<file path="src/rtl/sr_cmd_gen_if.sv">
// Request/command bundle between the raw request lines,
// the command generator and the SR flip-flop it drives.
interface sr_cmd_gen_if;
    logic set_in;
    logic clr_in;
    logic s;
    logic r;
    logic busy;
    logic conflict;

    modport master (
        output set_in, clr_in,
        input  s, r, busy, conflict
    );

    modport slave (
        input  set_in, clr_in,
        output s, r, busy, conflict
    );
endinterface

</file>
<file path="src/rtl/sr_cmd_gen.sv">
// SR flip-flop command front-end: sync, debounce, edge detect,
// arbitrate and issue guarded one-cycle s/r pulses.
module sr_cmd_gen #(
    parameter int unsigned DB_CYCLES    = 4,
    parameter int unsigned GUARD_CYCLES = 3,
    parameter bit          RST_PRIORITY = 1'b1
) (
    input logic         clk,
    input logic         rst,
    sr_cmd_gen_if.slave bus
);
    localparam int unsigned CW = $clog2(DB_CYCLES) + 1;
    localparam int unsigned GW = $clog2(GUARD_CYCLES + 1);
    localparam logic [CW-1:0] CNT_LAST = CW'(DB_CYCLES - 1);
    localparam logic [GW-1:0] G_LAST = GW'(GUARD_CYCLES - 1);

    typedef enum logic [1:0] {
        IDLE,
        PULSE,
        GUARD
    } state_e;

    // Channel index 0 is set, 1 is clear.
    logic [1:0]         sync1_q, sync2_q;
    logic [1:0]         lvl_q, lvl_d, rise;
    logic [1:0][CW-1:0] cnt_q, cnt_d;
    logic [1:0]         pend_q, pend_d;
    logic [GW-1:0]      gcnt_q, gcnt_d;
    state_e             state_q, state_d;
    logic               s_q, s_d, r_q, r_d, cf_q, cf_d;
    logic               issue, take_r;

    always_ff @(posedge clk or negedge rst) begin
        if (!rst) begin
            sync1_q <= '0;
            sync2_q <= '0;
        end else begin
            sync1_q <= {bus.clr_in, bus.set_in};
            sync2_q <= sync1_q;
        end
    end

    always_comb begin
        lvl_d = lvl_q;
        cnt_d = cnt_q;
        for (int i = 0; i < 2; i++) begin
            if (sync2_q[i] == lvl_q[i]) begin
                cnt_d[i] = '0;
            end else if (cnt_q[i] == CNT_LAST) begin
                lvl_d[i] = ~lvl_q[i];
                cnt_d[i] = '0;
            end else begin
                cnt_d[i] = cnt_q[i] + CW'(1);
            end
        end
    end

    assign rise = lvl_d & ~lvl_q;

    always_comb begin
        state_d = state_q;
        gcnt_d  = gcnt_q;
        s_d     = 1'b0;
        r_d     = 1'b0;
        cf_d    = 1'b0;
        issue   = 1'b0;
        take_r  = 1'b0;
        unique case (state_q)
            IDLE: issue = |pend_q;
            PULSE: begin
                state_d = GUARD;
                gcnt_d  = '0;
            end
            GUARD: begin
                // Last guard cycle may launch the next pulse directly.
                if (gcnt_q == G_LAST) begin
                    state_d = IDLE;
                    issue   = |pend_q;
                end else begin
                    gcnt_d = gcnt_q + GW'(1);
                end
            end
            default: state_d = IDLE;
        endcase
        if (issue) begin
            state_d = PULSE;
            take_r  = pend_q[1] & (~pend_q[0] | RST_PRIORITY);
            s_d     = ~take_r;
            r_d     = take_r;
            cf_d    = &pend_q;
        end
        pend_d = (issue ? 2'b00 : pend_q) | rise;
    end

    always_ff @(posedge clk or negedge rst) begin
        if (!rst) begin
            lvl_q   <= '0;
            cnt_q   <= '0;
            pend_q  <= '0;
            gcnt_q  <= '0;
            state_q <= IDLE;
            s_q     <= 1'b0;
            r_q     <= 1'b0;
            cf_q    <= 1'b0;
        end else begin
            lvl_q   <= lvl_d;
            cnt_q   <= cnt_d;
            pend_q  <= pend_d;
            gcnt_q  <= gcnt_d;
            state_q <= state_d;
            s_q     <= s_d;
            r_q     <= r_d;
            cf_q    <= cf_d;
        end
    end

    assign bus.s        = s_q;
    assign bus.r        = r_q;
    assign bus.conflict = cf_q;
    assign bus.busy     = (state_q != IDLE);
endmodule

</file>
<file path="src/flat_wrapper.sv">
// flat-port wrapper written by rule: the top's interface ports become plain ports
module sr_cmd_gen_flat 
#(
    parameter int unsigned DB_CYCLES    = 4,
    parameter int unsigned GUARD_CYCLES = 3,
    parameter bit          RST_PRIORITY = 1'b1
)
  (clk, rst, bus_set_in, bus_clr_in, bus_s, bus_r, bus_busy, bus_conflict);
  sr_cmd_gen_if bus_i ();
  input logic clk;
  input logic rst;
  input wire logic [$bits(bus_i.set_in)-1:0] bus_set_in;
  input wire logic [$bits(bus_i.clr_in)-1:0] bus_clr_in;
  output wire logic [$bits(bus_i.s)-1:0] bus_s;
  output wire logic [$bits(bus_i.r)-1:0] bus_r;
  output wire logic [$bits(bus_i.busy)-1:0] bus_busy;
  output wire logic [$bits(bus_i.conflict)-1:0] bus_conflict;
  assign bus_i.set_in = bus_set_in;
  assign bus_i.clr_in = bus_clr_in;
  assign bus_s = bus_i.s;
  assign bus_r = bus_i.r;
  assign bus_busy = bus_i.busy;
  assign bus_conflict = bus_i.conflict;
  sr_cmd_gen #(.DB_CYCLES(DB_CYCLES), .GUARD_CYCLES(GUARD_CYCLES), .RST_PRIORITY(RST_PRIORITY)) u_core (.clk(clk), .rst(rst), .bus(bus_i));
endmodule
</file>
<file path="config.mk">
export PLATFORM = sky130hd
export DESIGN_NAME = sr_cmd_gen_flat
export DESIGN_NICKNAME = d
export VERILOG_FILES = /design/src/rtl/sr_cmd_gen_if.sv /design/src/rtl/sr_cmd_gen.sv /design/src/flat_wrapper.sv
export SDC_FILE = /design/constraint.sdc
export NUM_CORES = 1
export LEC_CHECK = 0
export ABC_AREA = 1
export CAP_MARGIN = 10
export CORE_ASPECT_RATIO = 0.7
export CORE_MARGIN = 8
export CORE_UTILIZATION = 35
export DETAILED_ROUTE_END_ITERATION = 6
export SLEW_MARGIN = 20
export SYNTH_ARGS = -nofsm -noshare
export SYNTH_HDL_FRONTEND = slang
export SYNTH_SLANG_ARGS = --single-unit
</file>
<file path="constraint.sdc">
create_clock -name clk -period 1.7 [get_ports clk]
set_input_delay 0.34 -clock clk [delete_from_list [all_inputs] [get_ports clk]]
set_output_delay 0.34 -clock clk [all_outputs]
set_load 0.005 [all_outputs]
</file>
; Yosys cells after proc, flatten, opt, wreduce, memory -nomap -nowiden
; Index checks and enable logic that the tools add are counted.
[word_totals]
register_bits = 21
input_bits = 4
wordCells = 56
output_inout_bits = 4
[op_classes]
n_mux = 19
eq_ne = 10
n_bitwise = 6
add_sub_neg = 3
reduce_logical = 7
[ops]
columns = op, n
row1 = $mux W3, 4
row2 = $mux W1, 8
row3 = $mux W2, 4
row4 = $add A3 B1 Y3 const B, 2
row5 = $eq A3 B2 Y1 const B, 2
row6 = $pmux W2 S3, 1
row7 = $reduce_and A2 Y1, 3
row8 = $eq A2 B2 Y1 const B, 2
row9 = $pmux W2 S2, 1
row10 = $reduce_bool A2 Y1, 2
row11 = $ne A3 B1 Y1 const B, 1
row12 = $not A1 Y1, 3
row13 = $add A2 B1 Y2 const B, 1
row14 = $and A2 B2 Y2, 1
row15 = $eq A1 B1 Y1, 2
row16 = $eq A2 B1 Y1 const B, 1
row17 = $logic_not A2 Y1, 1
row18 = $ne A2 B1 Y1 const B, 1
row19 = $ne A2 B2 Y1 const B, 1
row20 = $not A2 Y2, 1
row21 = $or A2 B2 Y2, 1
row22 = $pmux W1 S2, 1
row23 = $reduce_or A2 Y1, 1

; Logic depth before layout (Yosys ltp)
; Gate-level depths: netlist (run 1).
[logic_depth]
word_depth = 5
ltp_mapped = 7
depth_no_buf = 7

; Least setup slack after synthesis (run 1)
; No wires, ideal clock.
[synth_timing]
kind = reg2reg
from = reg u_core.gcnt_q[0]
to = reg u_core.pend_q[1]
setup_slack_ns = 0.748
t_required_ns = 1.583
arrival_time_ns = 0.835
setup_time_ns = 0.117
stages_incl_launch_ff = 8
synth_period_minus_slack_ns = 0.952
path_cell_list = dfrtp_1 inv_1 ha_1 inv_1 nand2_2 nand2_1 nand2_1 nand2_1
[synth_via]
elab_chain_cells = 5
[synth_rtl]
columns = element, line_no
row1 = "start, declared", sr_cmd_gen.sv:28  ; logic [GW-1:0] gcnt_q, gcnt_d;
row2 = "start signal, assigned", sr_cmd_gen.sv:109  ; gcnt_q <= gcnt_d;
row3 = $eq A2 B2 Y1, sr_cmd_gen.sv:76  ; if (gcnt_q == G_LAST) begin
row4 = $mux W1, sr_cmd_gen.sv:76
row5 = $pmux W1 S2, sr_cmd_gen.sv:68  ; unique case (state_q)
row6 = $mux W2, sr_cmd_gen.sv:92  ; pend_d = (issue ? 2'b00 : pend_q) | rise;
row7 = $or A2 B2 Y2, sr_cmd_gen.sv:92
row8 = via u_core.pend_d[1], sr_cmd_gen.sv:27  ; logic [1:0] pend_q, pend_d;
row9 = "end signal, assigned", sr_cmd_gen.sv:108  ; pend_q <= pend_d;
row10 = "end, declared", sr_cmd_gen.sv:27
; The timed path passes the listed nets, and every way through them passes these cells.
; A chain may end at the register's enable or synchronous reset.

; Worst setup path in the final report (run 1)
[layout_timing]
from = reg u_core.r_q (netlist: u_core.bus.r)
to = out bus_r
[layout_lines]
columns = element, line_no
row1 = "start, declared", sr_cmd_gen.sv:30  ; logic s_q, s_d, r_q, r_d, cf_q, cf_d;
row2 = "start signal, assigned", sr_cmd_gen.sv:112  ; r_q <= r_d;
row3 = "end, declared", flat_wrapper.sv:15  ; output wire logic [$bits(bus_i.r)-1:0] bus_r;
; No word-level cell between the ends.

==> results.toml, run 1 <==
[power]
power_mw = 1.28
power_density_nw_per_um2 = 1320
leakagePower_nw = 0.511
ir_drop_mv = 0.553

[worst_setup_path]
worst_ep_required_time_ps = 1360
crit_fanout = 1
critPathMaxStageDelay_ps = 490
r2r_cells = 7
crit_slowest_cell = "clkdlybuf4s50_1"
worst-path-stages = 1
crit_arrival_ps = 1130
crit_buf_inv = 1
path_class = "register to primary output"
startpoint_type = "register"
endpoint_kind = "primary output"
critPathTopFamily = "buffers and inverters"
cp_cell_sequence = "clkdlybuf4s50_1"

[sta]
hold_viol = 0
period_minus_slack_ps = 1470
clock_skew_ps = 2.51
maxSlewHeadroom = 0.824
setup_violations = 0
tns_ps = 0
slew_violations = 0
worstMarginPinSlew_ps = 263
max_freq_mhz = 678
whs_ps = 358
rsz0062_at_grt = "no"
fin_crit_sh = 0.867

[grt]
antenna_found_initial = 0
track_usage = 0.0702
grt_max_degree = 22
grt_pass1_wl_um = 2190
grt_pass1_vias = 532
grt_overflow_total = 0

[yosys]
ys_seq_area_frac = 0.647
synth_area_per_cell_um2 = 9.78
ys_ff_latch = 21
syn-cell-area_um2 = 812
yosysWarnings = 0
ys_types = 11
synth_fp_nets = 90
synth_cells = 83

[place]
portBuffers = 7
dpl_cell_area_um2 = 930
place.gp.congestion = 0.737
hpwlAfterDp_um = 887

[finish]
diodes = 0
area_delta_synth_final_pct = 19.1
fillCellCount = 220
final_core_util = 0.445
nNetsFinal = 104
mostFrequentLayoutCells = "dfrtp_1 (21), nand2_1 (20), inv_1 (13), nor2_1 (12)"
final_common_cell = "dfrtp_1"
drive_gt1_frac = 0.104
final_area_um2 = 967

[floorplanning]
die_w_um = 73.6
initial_utilization = 0.374
die-area_um2 = 4140
coreArea_um2 = 2170
ios = 8
placementRows = 14
die_h_um = 56.3

[route]
drtIter0Drc = 30
wl_um = 1150
dr.pass1.iters = 4
drc_errors = 0
postRouteAntennaNets = 0
wl_per_cell_um = 8.95
via_per_inst = 3.96
num_vias = 507

[cts]
clockBufferDepth = 2
cts-root-buf = "clkbuf_4"
htree_levels = 1
cts_buffers = 3
clk_latency_ps = 300
cts.sink_count = 21
cts_tree = "built"
clk_pin_slew_ps = 110
cts_hold_buf = 0

[flow_run]
max_cap_violations = 0

[hold_path]
hp-class = "primary input to async pin"

[outcome]
outcome = "complete, no violations"
[synthesized netlist by cell type]
library cell | instances | area [um^2]
inv_1 | 13 | 48.8
o21ai_0 | 2 | 10.0
xnor2_1 | 2 | 17.5
nand2_2 | 1 | 6.26
inv_2 | 1 | 3.75
dfrtp_1 | 21 | 526
nor2_1 | 12 | 45.0
nand2_1 | 20 | 75.1
nand3_1 | 6 | 30.0
ha_1 | 3 | 37.5
nor2_2 | 2 | 12.5
[cells by family (layout without fill, tap and decap cells)]
| family | after synthesis | count (layout) | synth area share |
|---|---|---|---|
| and+or+nand+nor | 41 | 41 | 0.208 |
| DFF | 21 | 21 | 0.647 |
| buffers and inverters | 14 | 27 | 0.0647 |
| adders and majority gates | 3 | 3 | 0.0462 |
| AOI/OAI and AO/OA | 2 | 2 | 0.0123 |
| xor gates and xnor gates | 2 | 2 | 0.0216 |
[final timing paths]
kind,startpoint,end,slack [ps]
hold reg to reg,u_core.sync1_q[1],u_core.sync2_q[1],360
max in group asynchronous,rst,u_core.sync2_q[0],1130
hold / removal,rst,u_core.cnt_q[4],360
setup / recovery,u_core.bus.r,bus_r,230
setup reg to reg,u_core.gcnt_q[0],u_core.gcnt_q[1],620
min in group clk,u_core.sync1_q[1],u_core.sync2_q[1],360
[metal layers]
layer / global-route usage / routed length (um)
met5: 0 / 0
met4: 0.0255 / 10
met3: 0.0425 / 72
met2: 0.108 / 503
met1: 0.0767 / 558
[power by group]
group	internal, mW	total, mW	switching [mW]
logic	0.166	0.380	0.214
registers	0.609	0.666	0.0574
clock network	0.0877	0.233	0.146
total	0.863	1.28	0.417
[flip-flops by register name (all words and copies together), names as in the netlist]
register / flops
u_core.sync2_q: 2
u_core.gcnt_q: 2
u_core.cnt_q: 6
u_core.bus.s: 1
u_core.pend_q: 2
u_core.bus.conflict: 1
u_core.bus.r: 1
u_core.sync1_q: 2
u_core.lvl_q: 2
u_core.state_q: 2
[stage by stage]
| step | worst slack (ps) | instances |
|---|---|---|
| after floorplan | 748 | 83 |
| after global placement | 400 | 123 |
| after detailed placement | 372 | 123 |
| after CTS | 6.98 | 127 |
| after global routing | 134 | 128 |
| final | 225 | 128 |
[layout make-up]
type	count	area [um^2]	area share
clock inverters	1	5.00	0.00517
repair buffers	9	87.6	0.0906
flip-flops and latches	21	526	0.543
clock buffers	3	22.5	0.0233
multi-input cells	48	234	0.242
well taps	32	40.0	0.0414
inverters	14	52.6	0.0543
[timing repair]
action / 4_1_cts / 5_1_grt
resized for setup: 0 / 1
setup endpoints to repair: 0 / 1
setup buffers: 0 / 1
Power figures use the tool's default switching activity.
==> inputs of run 2 (changes only) <==
--- a/config.mk
+++ b/config.mk
@@ -6,10 +6,11 @@
 export NUM_CORES = 1
 export LEC_CHECK = 0
 export ABC_AREA = 1
-export CAP_MARGIN = 10
+export CAP_MARGIN = 20
 export CORE_ASPECT_RATIO = 0.7
 export CORE_MARGIN = 8
 export CORE_UTILIZATION = 35
+export CTS_CLUSTER_SIZE = 24
 export DETAILED_ROUTE_END_ITERATION = 6
 export SLEW_MARGIN = 20
 export SYNTH_ARGS = -nofsm -noshare
==> results of run 2 <==
Same layout as run 1: the final DEF is identical, and so are final timing and power.
